===== config.mk =====
export PLATFORM = sky130hd
export DESIGN_NAME = vpack_stream
export DESIGN_NICKNAME = d
export VERILOG_FILES = /design/src/rtl/vpack_stream.sv
export SDC_FILE = /design/constraint.sdc
export NUM_CORES = 1
export LEC_CHECK = 0
export ABC_CLOCK_PERIOD_IN_PS = 4000
export CORE_AREA = 10 10 280 282
export DETAILED_ROUTE_END_ITERATION = 10
export DIE_AREA = 0 0 290 292
export GPL_TIMING_DRIVEN = 0
export PLACE_DENSITY = 0.5
export SLEW_MARGIN = 20
export SYNTH_ARGS = -nofsm -noshare
export SYNTH_HDL_FRONTEND = slang
export SYNTH_SLANG_ARGS = --single-unit

===== constraint.sdc =====
create_clock -name clock -period 4 [get_ports clock]
set_clock_uncertainty 0.2 [all_clocks]
set_input_delay 1 -clock clock [delete_from_list [all_inputs] [get_ports clock]]
set_output_delay 1 -clock clock [all_outputs]
set_load 0.03 [all_outputs]

===== src/rtl/vpack_stream.sv =====
// vpack_stream: packs a valid/ready scalar stream into VECTOR_SIZE-lane vectors,
// padding short packets with PAD_VALUE so downstream reductions stay correct.
module vpack_stream #(
  parameter int VECTOR_SIZE = 16,
  parameter int INT_SIZE = 16,
  parameter logic [INT_SIZE-1:0] PAD_VALUE = '0
) (
  input  logic                                   clock,
  input  logic                                   resetn,
  input  logic [INT_SIZE-1:0]                    in_data,
  input  logic                                   in_valid,
  input  logic                                   in_last,
  output logic                                   in_ready,
  output logic [VECTOR_SIZE-1:0][INT_SIZE-1:0]   out_vector,
  output logic [$clog2(VECTOR_SIZE):0]           out_count,
  output logic                                   out_last,
  output logic                                   out_valid,
  input  logic                                   out_ready
);
  localparam int IW = $clog2(VECTOR_SIZE);
  typedef enum logic {FILLING, HELD} state_t;
  state_t state, state_nxt;
  logic [VECTOR_SIZE-1:0][INT_SIZE-1:0] fill, packed_vec;
  logic [IW-1:0] idx;
  logic [IW:0] held_count, count;
  logic held_last, accept, complete, slot_free, load;
  assign in_ready = state == FILLING;
  assign accept = in_valid && in_ready;
  assign complete = accept && (idx == IW'(VECTOR_SIZE - 1) || in_last);
  assign slot_free = !out_valid || out_ready;
  assign load = slot_free && (complete || state == HELD);
  assign count = state == HELD ? held_count : {1'b0, idx} + (IW + 1)'(1);
  // The completing beat bypasses the fill buffer so it can land in the slot on its own edge
  always_comb begin
    for (int k = 0; k < VECTOR_SIZE; k++)
      packed_vec[k] = (IW + 1)'(k) >= count ? PAD_VALUE : accept && IW'(k) == idx ? in_data : fill[k];
  end
  always_comb begin
    state_nxt = state == FILLING ? (complete && !slot_free ? HELD : FILLING) : (slot_free ? FILLING : HELD);
  end
  always_ff @(posedge clock)
    if (accept) fill[idx] <= in_data;
  always_ff @(posedge clock or negedge resetn) begin
    if (!resetn) begin
      state <= FILLING;
      idx <= '0;
      held_count <= '0;
      held_last <= 1'b0;
      out_valid <= 1'b0;
      out_vector <= '0;
      out_count <= '0;
      out_last <= 1'b0;
    end else begin
      state <= state_nxt;
      if (accept) idx <= complete ? '0 : idx + IW'(1);
      if (complete) begin
        held_count <= count;
        held_last <= in_last;
      end
      if (load) begin
        out_valid <= 1'b1;
        out_vector <= packed_vec;
        out_count <= count;
        out_last <= state == HELD ? held_last : in_last;
      end else if (out_ready) out_valid <= 1'b0;
    end
  end
endmodule


* Yosys cells after proc, flatten, opt, wreduce, memory -nomap -nowiden
Index checks and enable logic that the tools add are counted.
** Word-level totals
- Register bits :: 530
- Input port bits :: 21
- Output and inout port bits :: 264
- Logic and storage cells :: 147
** Operators by class
- Add/subtract/negate cells :: 2
- $lt $le $gt $ge :: 18
- Equality and inequality tests :: 16
- Muxes and demuxes :: 43
- Bitwise gates (word level) :: 1
- Reductions and logical operators :: 28
** Operators with widths (count)
- 16-bit two-way mux :: 33
- 256-bit bitwise mux :: 1
- 16-bit demux with 4-bit select :: 1
- 4-bit by 5-bit greater-or-equal comparator with 1-bit output, first input constant :: 8
- 4-bit == test, first input constant :: 8
- 1-bit logical AND :: 21
- 3-bit by 5-bit greater-or-equal comparator with 1-bit output, first input constant :: 4
- 3-bit by 4-bit == test with 1-bit output, first input constant :: 4
- 1-bit by 5-bit greater-or-equal comparator with 1-bit output, first input constant :: 2
- 2-bit by 5-bit greater-or-equal comparator with 1-bit output, first input constant :: 2
- 2-bit by 4-bit == test with 1-bit output, first input constant :: 2
- 1-bit two-way mux :: 6
- 4-bit by 1-bit adder with 5-bit output, second input constant :: 1
- 4-bit by 5-bit less-than comparator with 1-bit output, second input constant :: 1
- 5-bit two-way mux :: 1
- 4-bit by 1-bit adder with 4-bit output, second input constant :: 1
- 1-bit by 4-bit == test with 1-bit output, first input constant :: 1
- 4-bit == test, second input constant :: 1
- 4-bit by 1-bit greater-or-equal comparator with 1-bit output, second input constant :: 1
- 4-bit logical NOT :: 1
- 4-bit two-way mux :: 1
- 1-bit logical OR :: 3
- 1-bit logical NOT :: 2
- 2-bit nonzero test :: 1
- 1-bit inverter :: 1

* Longest topological paths before layout
Gate-level depths: netlist of run 1.
- Word-level depth :: 6
- Depth in mapped cells :: 10
- Depth with buffers taken out :: 7

* Worst setup path before layout of run 1
No wires, ideal clock.
- Path kind :: input-to-reg
- Start :: in in_valid
- End :: reg fill[0] (netlist bit) (enable)
- Library setup time :: 364 ps
- Data arrival time :: 2292 ps
- Required time :: 3436 ps
- Path slack :: 1145 ps
- Stages on the path :: 6
- Buffers on the path :: 3
- Cells stage by stage :: nand2b_4 -> buf_6 -> or4b_1 -> buf_4 -> buf_6 -> inv_1
** Between the ends
- Word-level cells in the longest chain between the ends :: 1
** RTL lines
- start, declared :: line 11 : input logic in_valid,
- 1-bit logical AND :: line 28 : assign accept = in_valid && in_ready;
- end signal, assigned by index :: line 42 : if (accept) fill[idx] <= in_data;
- end, declared :: line 23 : logic [VECTOR_SIZE-1:0][INT_SIZE-1:0] fill, packed_vec;
Every way passes these cells.
A chain may end at the register's enable or synchronous reset.

* Final worst setup path of run 1
- Start :: in in_data[15]
- End :: reg out_vector[47] (netlist bit)
** Between the ends
- Word-level cells in the longest chain between the ends :: 2
** RTL lines
- start, declared :: line 10 : input logic [INT_SIZE-1:0] in_data,
- 16-bit two-way mux (2 in series) :: line 36 : packed_vec[k] = (IW + 1)'(k) >= count ? PAD_VALUE : accept && IW'(k) == idx ? in_data : fill[k];
- end signal, assigned :: line 62 : out_vector <= packed_vec;
- end, declared :: line 14 : output logic [VECTOR_SIZE-1:0][INT_SIZE-1:0] out_vector,
Every way passes these cells.

==> qor.txt, run 1 <==
Synth Area in Compound Gates - 10.49%
Starting density of the core - 29.77%
Post-synthesis cell area - 0.02161 mm2
Critical Path Source Type - input port
Worst Hold Class - input port to asynchronous set/reset pin
Routed Antenna Nets - 0
Syn_area_per_cell - 12.66 um2
WS Path Type - input port to register
Sw Share - 32.15%
1st-pass router iterations - 6
Status - completed
Flop pwr share - 41.8%
Crit Reg-Reg Endpoint - fill[15]
Max FO, Critical Path - 17
Clock buffer depth - 3
Worst Path Arrival - 3910 ps
GRT Overall Usage - 18.47%
Post-route cell area - 0.02783 mm2
Achievable Freq - 279.2 MHz
EDFF count, synth - 256
Vias per std cell - 5.039
Pwr Density - 584.2 mW/mm2
First-pass GRT wire length - 114900 um
Cell accounting for the most synthesized area - edfxtp_1
CTS tree - yes
Final wirelength - 81090 um
Root Driver - clkbuf_16
TritonCTS Buffers - 57
Peak supply drop - 0.3325 mV
Fin. max-slew vios - 0
Synth-to-Final Area Change - 28.82%
Number of I/O pins - 285
IO buf count - 284
Share of layout cells above drive strength 1 - 11.47%
DR vias - 15470
RSZ-0062 raised after global routing - false
Gr ovfl total - 0
Min Tclk post-route - 3581 ps
Clock network power share - 34.4%
Yosys cell types - 56
Cells after synthesis - 1707
Critical Path End Type - register
Post-route DRC violation count - 0
Critical Path RT - 4320 ps
Clock latency on the worst-skew pair - 640 ps
Rel. slew slack - 18.29%
DP Area - 0.02585 mm2
P_sw - 5.228 mW
Async S/R FF share, synth - 51.70%
Die W - 290 um
H-tree levels - 2
Die extent in y - 292 um
Adder-cell share of the synthesized area - 0.2895%
Worst flop-to-flop path startpoint - idx[0]
Number of global-route vias before repair - 15750
R2R setup slack - 710 ps
PostCTS Resize Cnt - 0
Iter 0 DRT Violations - 1390
Post-synthesis xor/xnor area fraction - 0.1216%
Wire per inst - 26.41 um
Fillcell total - 7045
Placed cells - 2961
Initial antenna violation count - 3
Synth top area share - 35.58%
Mux contribution to synthesized area - 6.914%
Worst Max-Slew Pin Slew - 1226 ps
Reg clk slew, reported paths - 60 ps
Detailed placement HPWL - 55940 um
Largest net degree at the start of global routing - 87
Main flop type after synthesis - dfrtp_1
Syn. warnings - 0
Final hold vios - 0
Worst Reg-to-Reg Cells - 7
Synth area leaders - edfxtp_1 36%, dfrtp_1 32%, mux2i_1 6.8%
Final Setup Violations - 0
Synth Area in Simple Gates - 10.97%
Synth Register Bits - 530
Non-Filler Instances - 3070
Final Util - 38.35%
Synthesized Nets - 1733
Lkg Pwr - 11.24 nW
Gate power share - 23.8%
Routability Congestion - 0.8437
Max cap viols - 0
Core ar. - 0.07259 mm2
Nets@finish - 2087
Internal - 11.03 mW
Fin crit share - 89.53%
Die area - 0.08468 mm2
CTS Sinks - 530
Main combinational cell family by area after synthesis - simple AND/OR/NAND/NOR gates
Sequential-to-total area share from yosys stat - 67.31%
Post-CTS Setup Inserts - 0
CTS Hold Buffers Added - 0
Core Rows - 99
[worst max path at each step]
stage	start	endpoint	depth (start not counted)
finish	in_data[15]	out_vector[47]	5
global route	in_data[15]	out_vector[47]	5
CTS	in_data[2]	out_vector[18]	5
detailed placement	in_data[2]	out_vector[18]	5
global placement	resetn	out_vector[182]	1
floorplan	in_valid	fill[0]	6
[cell usage after synthesis (all sizes together) (3+ instances only)]
master and number:
edfxtp 256, clkinv 3, nand2b 9, dfrtp 274, nand4 4, buf 89
nor3b 5, nor2 187, a21o 3, a21oi 7, nand3 72, xor2 3
a211oi 65, or2 3, inv 14, clkbuf 60, ha 5, a311oi 112
nand2 272, mux2i 147, a31oi 3, o21ai 97
[routing by layer]
metal  GRT usage [%]  wire length [um]  up-vias
met3           4.503              5528      117
met4           5.511              2117        0
li1                -                 -     6895
met5               0                 0        -
met2           31.26             39610      485
met1           23.04             33830     7972
[cell type report]
cell class	instances	area, um2	share of cell area [%]
Antenna cell	1	2.502	0.008990
Tap cell	959	1200	4.311
Clock inverter	23	347.8	1.250
Buffer	149	788.3	2.832
Multi-Input combinational cell	1011	6221	22.35
Timing Repair Buffer	295	3023	10.86
Inverter	17	63.81	0.2293
Clock buffer	85	1644	5.907
Sequential cell	530	14540	52.25
[per-stage QoR]
stage	total power [mW]	setup slack, ps	setup TNS (ps)	hold slack (ps)
finish	16.26	418.8	0	100.1
global route	16.85	335.9	0	114.4
CTS	16.42	258.8	0	90.11
detailed placement	10.82	-376.1	-6146	270.5
global placement	10.77	-11070	-3115960	264.8
floorplan	8.773	1145	0	264.2
[cells in the final DEF (no fill, tap or decap), types with 7 or more instances in the layout]
cell type	Yosys	final
dfrtp_1	274	274
nand2_1	270	270
clkdlybuf4s50_1	0	268
edfxtp_1	256	256
nor2_1	182	182
mux2i_1	147	147
a311oi_1	102	102
o21ai_0	90	90
nand3_1	71	71
clkbuf_1	60	71
buf_2	49	64
a211oi_1	64	64
clkbuf_16	0	59
buf_4	22	22
inv_1	14	14
buf_6	10	10
a311oi_2	10	10
nand2b_1	8	8
clkbuf_2	0	8
buf_1	8	8
clkinv_1	3	7
bufinv_16	0	7
clkbuf_8	0	7
buf_12	0	7
[power by group through the flow]
| stage | registers (mW) | clock network [mW] | logic [mW] |
|---|---|---|---|
| detailed placement | 6.91 | 0 | 3.92 |
| finish | 6.79 | 5.59 | 3.88 |
| floorplan | 7.77 | 0 | 1.01 |
| global route | 6.86 | 5.88 | 4.11 |
| global placement | 6.90 | 0 | 3.87 |
| CTS | 6.81 | 5.69 | 3.93 |
[flip-flops by register name (all words and copies together), names as in the netlist]
name and count:
fill 256, held_count 5, held_last 1, idx 4, out_count 5, out_last 1
out_valid 1, out_vector 256, state 1
[cell families (layout without fill, tap and decap cells)]
group                      count (synthesis)  in the layout
AOI/OAI and AO/OA                        294            294
xor gates and xnor gates                   3              3
adders and majority gates                  5              5
buffers and inverters                    166            569
DFF                                      530            530
muxes                                    149            149
other                                      0              1
and+or+nand+nor                          560            560
[critical path, cell delays in order]
cell and delay [ps]:
clkdlybuf4s50_1 1170, buf_1 450, clkbuf_1 700, mux2i_1 270, a211oi_1 300
Note: power is estimated with default switching activity, not from simulation.
==> run 2, diff against run 1 <==
- CTS_CLUSTER_SIZE: unset -> 8
- GPL_TIMING_DRIVEN: 0 -> unset
==> run 2 against run 1 <==
Net effect: sequential cell count unchanged; worst setup slack improved by 420 ps; die area unchanged; cell count decreased by 2.1%; non-clock buffer count decreased by 90; utilization decreased by 0.15 points; critical path type is now register to register.
==> qor.txt, run 2 (same netlist as run 1, synthesis figures left out) <==
Synth-to-Final Area Change - 28.32%
Most common cell after layout, fill and taps aside - dfrtp_1
Die area - 0.08468 mm2
Routability Congestion - 0.7583
Share of layout cells above drive strength 1 - 10.64%
Reg clk slew, reported paths - 50 ps
Gr ovfl total - 0
Top flop regs - fill (256), out_vector (256)
R2R setup slack - 840 ps
CTS Sinks - 530
Pre-CTS WS - 293.5 ps
Max incr delay on CP - 820 ps
Achievable Freq - 316.6 MHz
Starting density of the core - 29.77%
Max stage delay cell, worst path - or2_1
Number of global-route vias before repair - 15150
Die extent in y - 292 um
Most frequent cells in the layout - 274 x dfrtp_1, 270 x nand2_1, 267 x clkdlybuf4s50_1, 256 x edfxtp_1, 182 x nor2_1
Lkg Pwr - 11.12 nW
First-pass GRT wire length - 104100 um
Detailed placement HPWL - 44800 um
Clock latency on the worst-skew pair - 610 ps
Routed Antenna Nets - 0
Nets@finish - 2017
Placed cells - 2871
Setup TNS - 0 ps
Min Tclk post-route - 3158 ps
Iter 0 DRT Violations - 1125
CTS tree - yes
Final Setup Violations - 0
Core ar. - 0.07259 mm2
Final hold vios - 0
Worst Max-Slew Pin Slew - 1045 ps
Min setup slack post-route - 841.7 ps
CP bufs+invs - 0
Core Rows - 99
Critical Path RT - 4280 ps
Rel. slew slack - 30.32%
Post-route DRC violation count - 0
Clock buffer depth - 3
Number of I/O pins - 285
Status - completed
DR vias - 14740
Crit-path cells - ha_1 > nand3_1 > o21ai_0 > or2_1 > a21oi_4 > a311oi_1
Post-CTS Setup Inserts - 0
Wire per inst - 23.22 um
Worst Hold Class - input port to asynchronous set/reset pin
Largest net degree at the start of global routing - 125
Initial antenna violation count - 3
Crit Reg-Reg Endpoint - out_vector[146]
Max FO, Critical Path - 16
Non-Filler Instances - 3007
Critical Path Source Type - register
Worst Path Arrival - 3440 ps
Fin. max-slew vios - 0
H-tree levels - 3
1st-pass router iterations - 5
Worst Reg-to-Reg Cells - 6
Final wirelength - 69830 um
TritonCTS Buffers - 77
IO buf count - 284
GRT Overall Usage - 16.10%
Root Driver - clkbuf_16
Pwr Density - 598.8 mW/mm2
N_diodes - 0
Max cap viols - 0
WS Path Type - register to register
Vias per std cell - 4.903
Critical Path End Type - register
PostCTS Resize Cnt - 0
CTS Hold Buffers Added - 0
Die W - 290 um
Peak supply drop - 0.3126 mV
RSZ-0062 raised after global routing - false
Fin crit share - 78.96%
Largest delay share family, worst path - simple AND/OR/NAND/NOR gates
Worst flop-to-flop path startpoint - idx[0]
==> run 2: cell count changes in the layout (fill, tap and decap cells not counted), sizes merged <==
cell / before / now
clkinv: 15 / 4
buf: 116 / 87
clkinvlp: 2 / 0
inv: 16 / 18
clkbuf: 145 / 131
diode: 1 / 0
bufinv: 7 / 0
clkdlybuf4s50: 268 / 267
==> run 2: worst max path at each step <==
stage	from	endpoint	slack (ps)	cells past startpoint
floorplan	in_valid	fill[0]	1140	6
global placement	in_last	out_vector[231]	330	6
detailed placement	in_valid	out_vector[226]	290	6
CTS	idx[0]	out_vector[239]	800	6
global route	idx[0]	out_vector[226]	590	6
finish	idx[0]	out_vector[146]	840	6
==> run 2: layout make-up <==
| cell class | instances | area [um2] |
|---|---|---|
| Tap cell | 959 | 1200 |
| Clock buffer | 131 | 2223 |
| Clock inverter | 5 | 51.30 |
| Sequential cell | 530 | 14540 |
| Timing Repair Buffer | 354 | 3406 |
| Fill cell | 6981 | 44860 |
| Inverter | 17 | 63.81 |
| Multi-Input combinational cell | 1011 | 6237 |
==> run 2: metal layers <==
metal  GRT usage (%)  share of wire, %  vias up
met2           26.88                49      398
met1           20.58                43     7492
met3           2.937               4.7       93
met4           5.966               2.9        2
met5               0             0.017        -
li1                -                 -     6758
==> run 2: worst register-to-register path, stage by stage, from the launching register on <==
cell	delay [ps]
dfrtp_1	550
ha_1	410
nand3_1	220
o21ai_0	290
or2_1	820
a21oi_4	220
a311oi_1	340
==> run 2: power breakdown <==
| group | total (mW) | switching, mW | internal [mW] |
|---|---|---|---|
| clock | 6.13 | 2.37 | 3.76 |
| sequential | 6.80 | 0.467 | 6.33 |
| combinational | 3.67 | 2.31 | 1.36 |
| total | 16.6 | 5.15 | 11.5 |
==> run 2: stage by stage <==
stage	total power [mW]	util, %	area (um2)	hold WS [ps]
after floorplan	8.773	-	21610	264.2
after global placement	10.61	35.06	25450	261.9
after CTS	16.87	38.20	27730	162.3
after detailed placement	10.64	35.06	25450	269.9
after global routing	17.32	38.20	27730	180.1
final	16.60	38.20	27730	157.4
==> run 3, diff against run 2 <==
- ABC_CLOCK_PERIOD_IN_PS: 4000 -> 2600
- PLACE_DENSITY: 0.5 -> 0.52
- clock period: 4 -> 2.6 ns (I/O delays scaled with it)
==> run 3 against run 2 <==
Net effect: die area stayed put; clock power is 52% higher; via count is 2.8% higher; combinational power is 58% higher; sequential power is 54% higher; sequential share of layout area is 2.5 points lower; sequential cell count stayed put; non-clock buffer count is 88 higher; utilization is 1.9 points higher; cell count is 3.0% higher; wire length is 0.22% lower; clock-buffer cell count is 2 lower; critical path type is now register to output pin; largest power group unchanged.
==> qor.txt, run 3 (same netlist as run 1, synthesis figures left out) <==
Worst Reg-to-Reg Cells - 7
1st-pass router iterations - 6
Lkg Pwr - 11.99 nW
CTS tree - yes
Synth-to-Final Area Change - 34.72%
Max FO, Critical Path - 2
Vias per std cell - 4.890
DR vias - 15150
Number of I/O pins - 285
Worst Max-Slew Pin Slew - 549.9 ps
Wire per inst - 22.49 um
CP Depth - 1
N_diodes - 0
Clock latency on the worst-skew pair - 610 ps
Post-route DRC violation count - 0
Pwr Density - 879.0 mW/mm2
Peak supply drop - 0.4134 mV
Share of layout cells above drive strength 1 - 14.40%
Die W - 290 um
Worst Path Arrival - 1710 ps
H-tree levels - 3
Initial antenna violation count - 0
Starting density of the core - 29.77%
WS Path Type - register to output pin
Most common cell after layout, fill and taps aside - dfrtp_1
RSZ-0062 raised after global routing - false
TritonCTS Buffers - 77
Top flop regs - fill (256), out_vector (256)
Die extent in y - 292 um
Critical Path RT - 1750 ps
Crit-path cells - clkdlybuf4s50_1
Min Tclk post-route - 2557 ps
Number of global-route vias before repair - 15400
Largest net degree at the start of global routing - 73
Fin crit share - 98.36%
Max stage delay cell, worst path - clkdlybuf4s50_1
Final wirelength - 69680 um
Placed cells - 2958
Routed Antenna Nets - 0
First-pass GRT wire length - 103500 um
Core Rows - 99
Final Util - 40.10%
Clock buffer depth - 3
Critical Path End Type - output pin
Reg clk slew, reported paths - 50 ps
Non-Filler Instances - 3098
CTS Sinks - 530
Rel. slew slack - 63.34%
Max incr delay on CP - 700 ps
Most frequent cells in the layout - 274 x dfrtp_1, 270 x nand2_1, 256 x edfxtp_1, 207 x clkdlybuf4s50_1, 182 x nor2_1
Largest delay share family, worst path - buffers and inverters
Worst Hold Class - input port to register
Die area - 0.08468 mm2
Routability Congestion - 0.8324
IO buf count - 284
CP bufs+invs - 1
GRT Overall Usage - 15.92%
Final Setup Violations - 0
Critical Path Source Type - register
Gr ovfl total - 0
Final hold vios - 0
Max cap viols - 0
Core ar. - 0.07259 mm2
Status - completed
Fin. max-slew vios - 0
Hold Path Depth - 1
Achievable Freq - 391.0 MHz
Root Driver - clkbuf_16
Iter 0 DRT Violations - 1115
Detailed placement HPWL - 45880 um
Nets@finish - 2105
## run 3: path summary, 6_finish.rpt
path | startpoint | end | slack [ps]
worst max-delay path | out_vector[203] | out_vector[203] | 40
worst min-delay path | in_data[7] | fill[23] | 220
worst max register to register | idx[0] | out_vector[75] | 150
worst min register to register | out_count[3] | out_count[3] | 270
max in group asynchronous | resetn | out_vector[252] | 1030
min in group asynchronous | resetn | out_vector[184] | 300
## run 3: where the power goes
part	internal, mW	switching [mW]
clock	5.61	3.70
sequential	9.74	0.738
combinational	2.21	3.59
## run 3: per-layer routing
metal / global-route usage (%) / wire length [um] / vias to the layer above
met1: 20.11 / 29820 / 7728
met3: 2.725 / 3376 / 68
li1: - / - / 6947
met2: 27.44 / 35070 / 407
met5: 0 / 0 / -
met4: 4.930 / 1413 / 0
## run 3: cell type report
type	count	area [um2]
Clock inverter	10	118.9
Clock buffer	129	2142
Inverter	17	67.56
Tap cell	959	1200
Fill cell	6930	43480
Sequential cell	530	14540
Multi-Input combinational cell	1011	6259
Timing Repair Buffer	442	4778
## run 3: timing repair
action / CTS / global route
resized for setup: 57 / 6
setup buffers: 0 / 0
hold buffers: 1 / 0
setup endpoints to repair: 77 / 20
endpoints found under the hold margin: 16 / 0
## run 3: per-stage QoR
stage	worst slack (ps)	hold slack, ps	total power, mW	area, um2	TNS (ps)
CTS	0.2001	179.1	25.96	29090	0
global placement	-435.0	263.1	16.60	26870	-121930
detailed placement	-433.5	267.2	16.67	26870	-123710
finish	42.63	216.6	25.59	29110	0
global route	1.244	196.1	26.67	29110	0
floorplan	109.8	154.4	13.50	21610	0
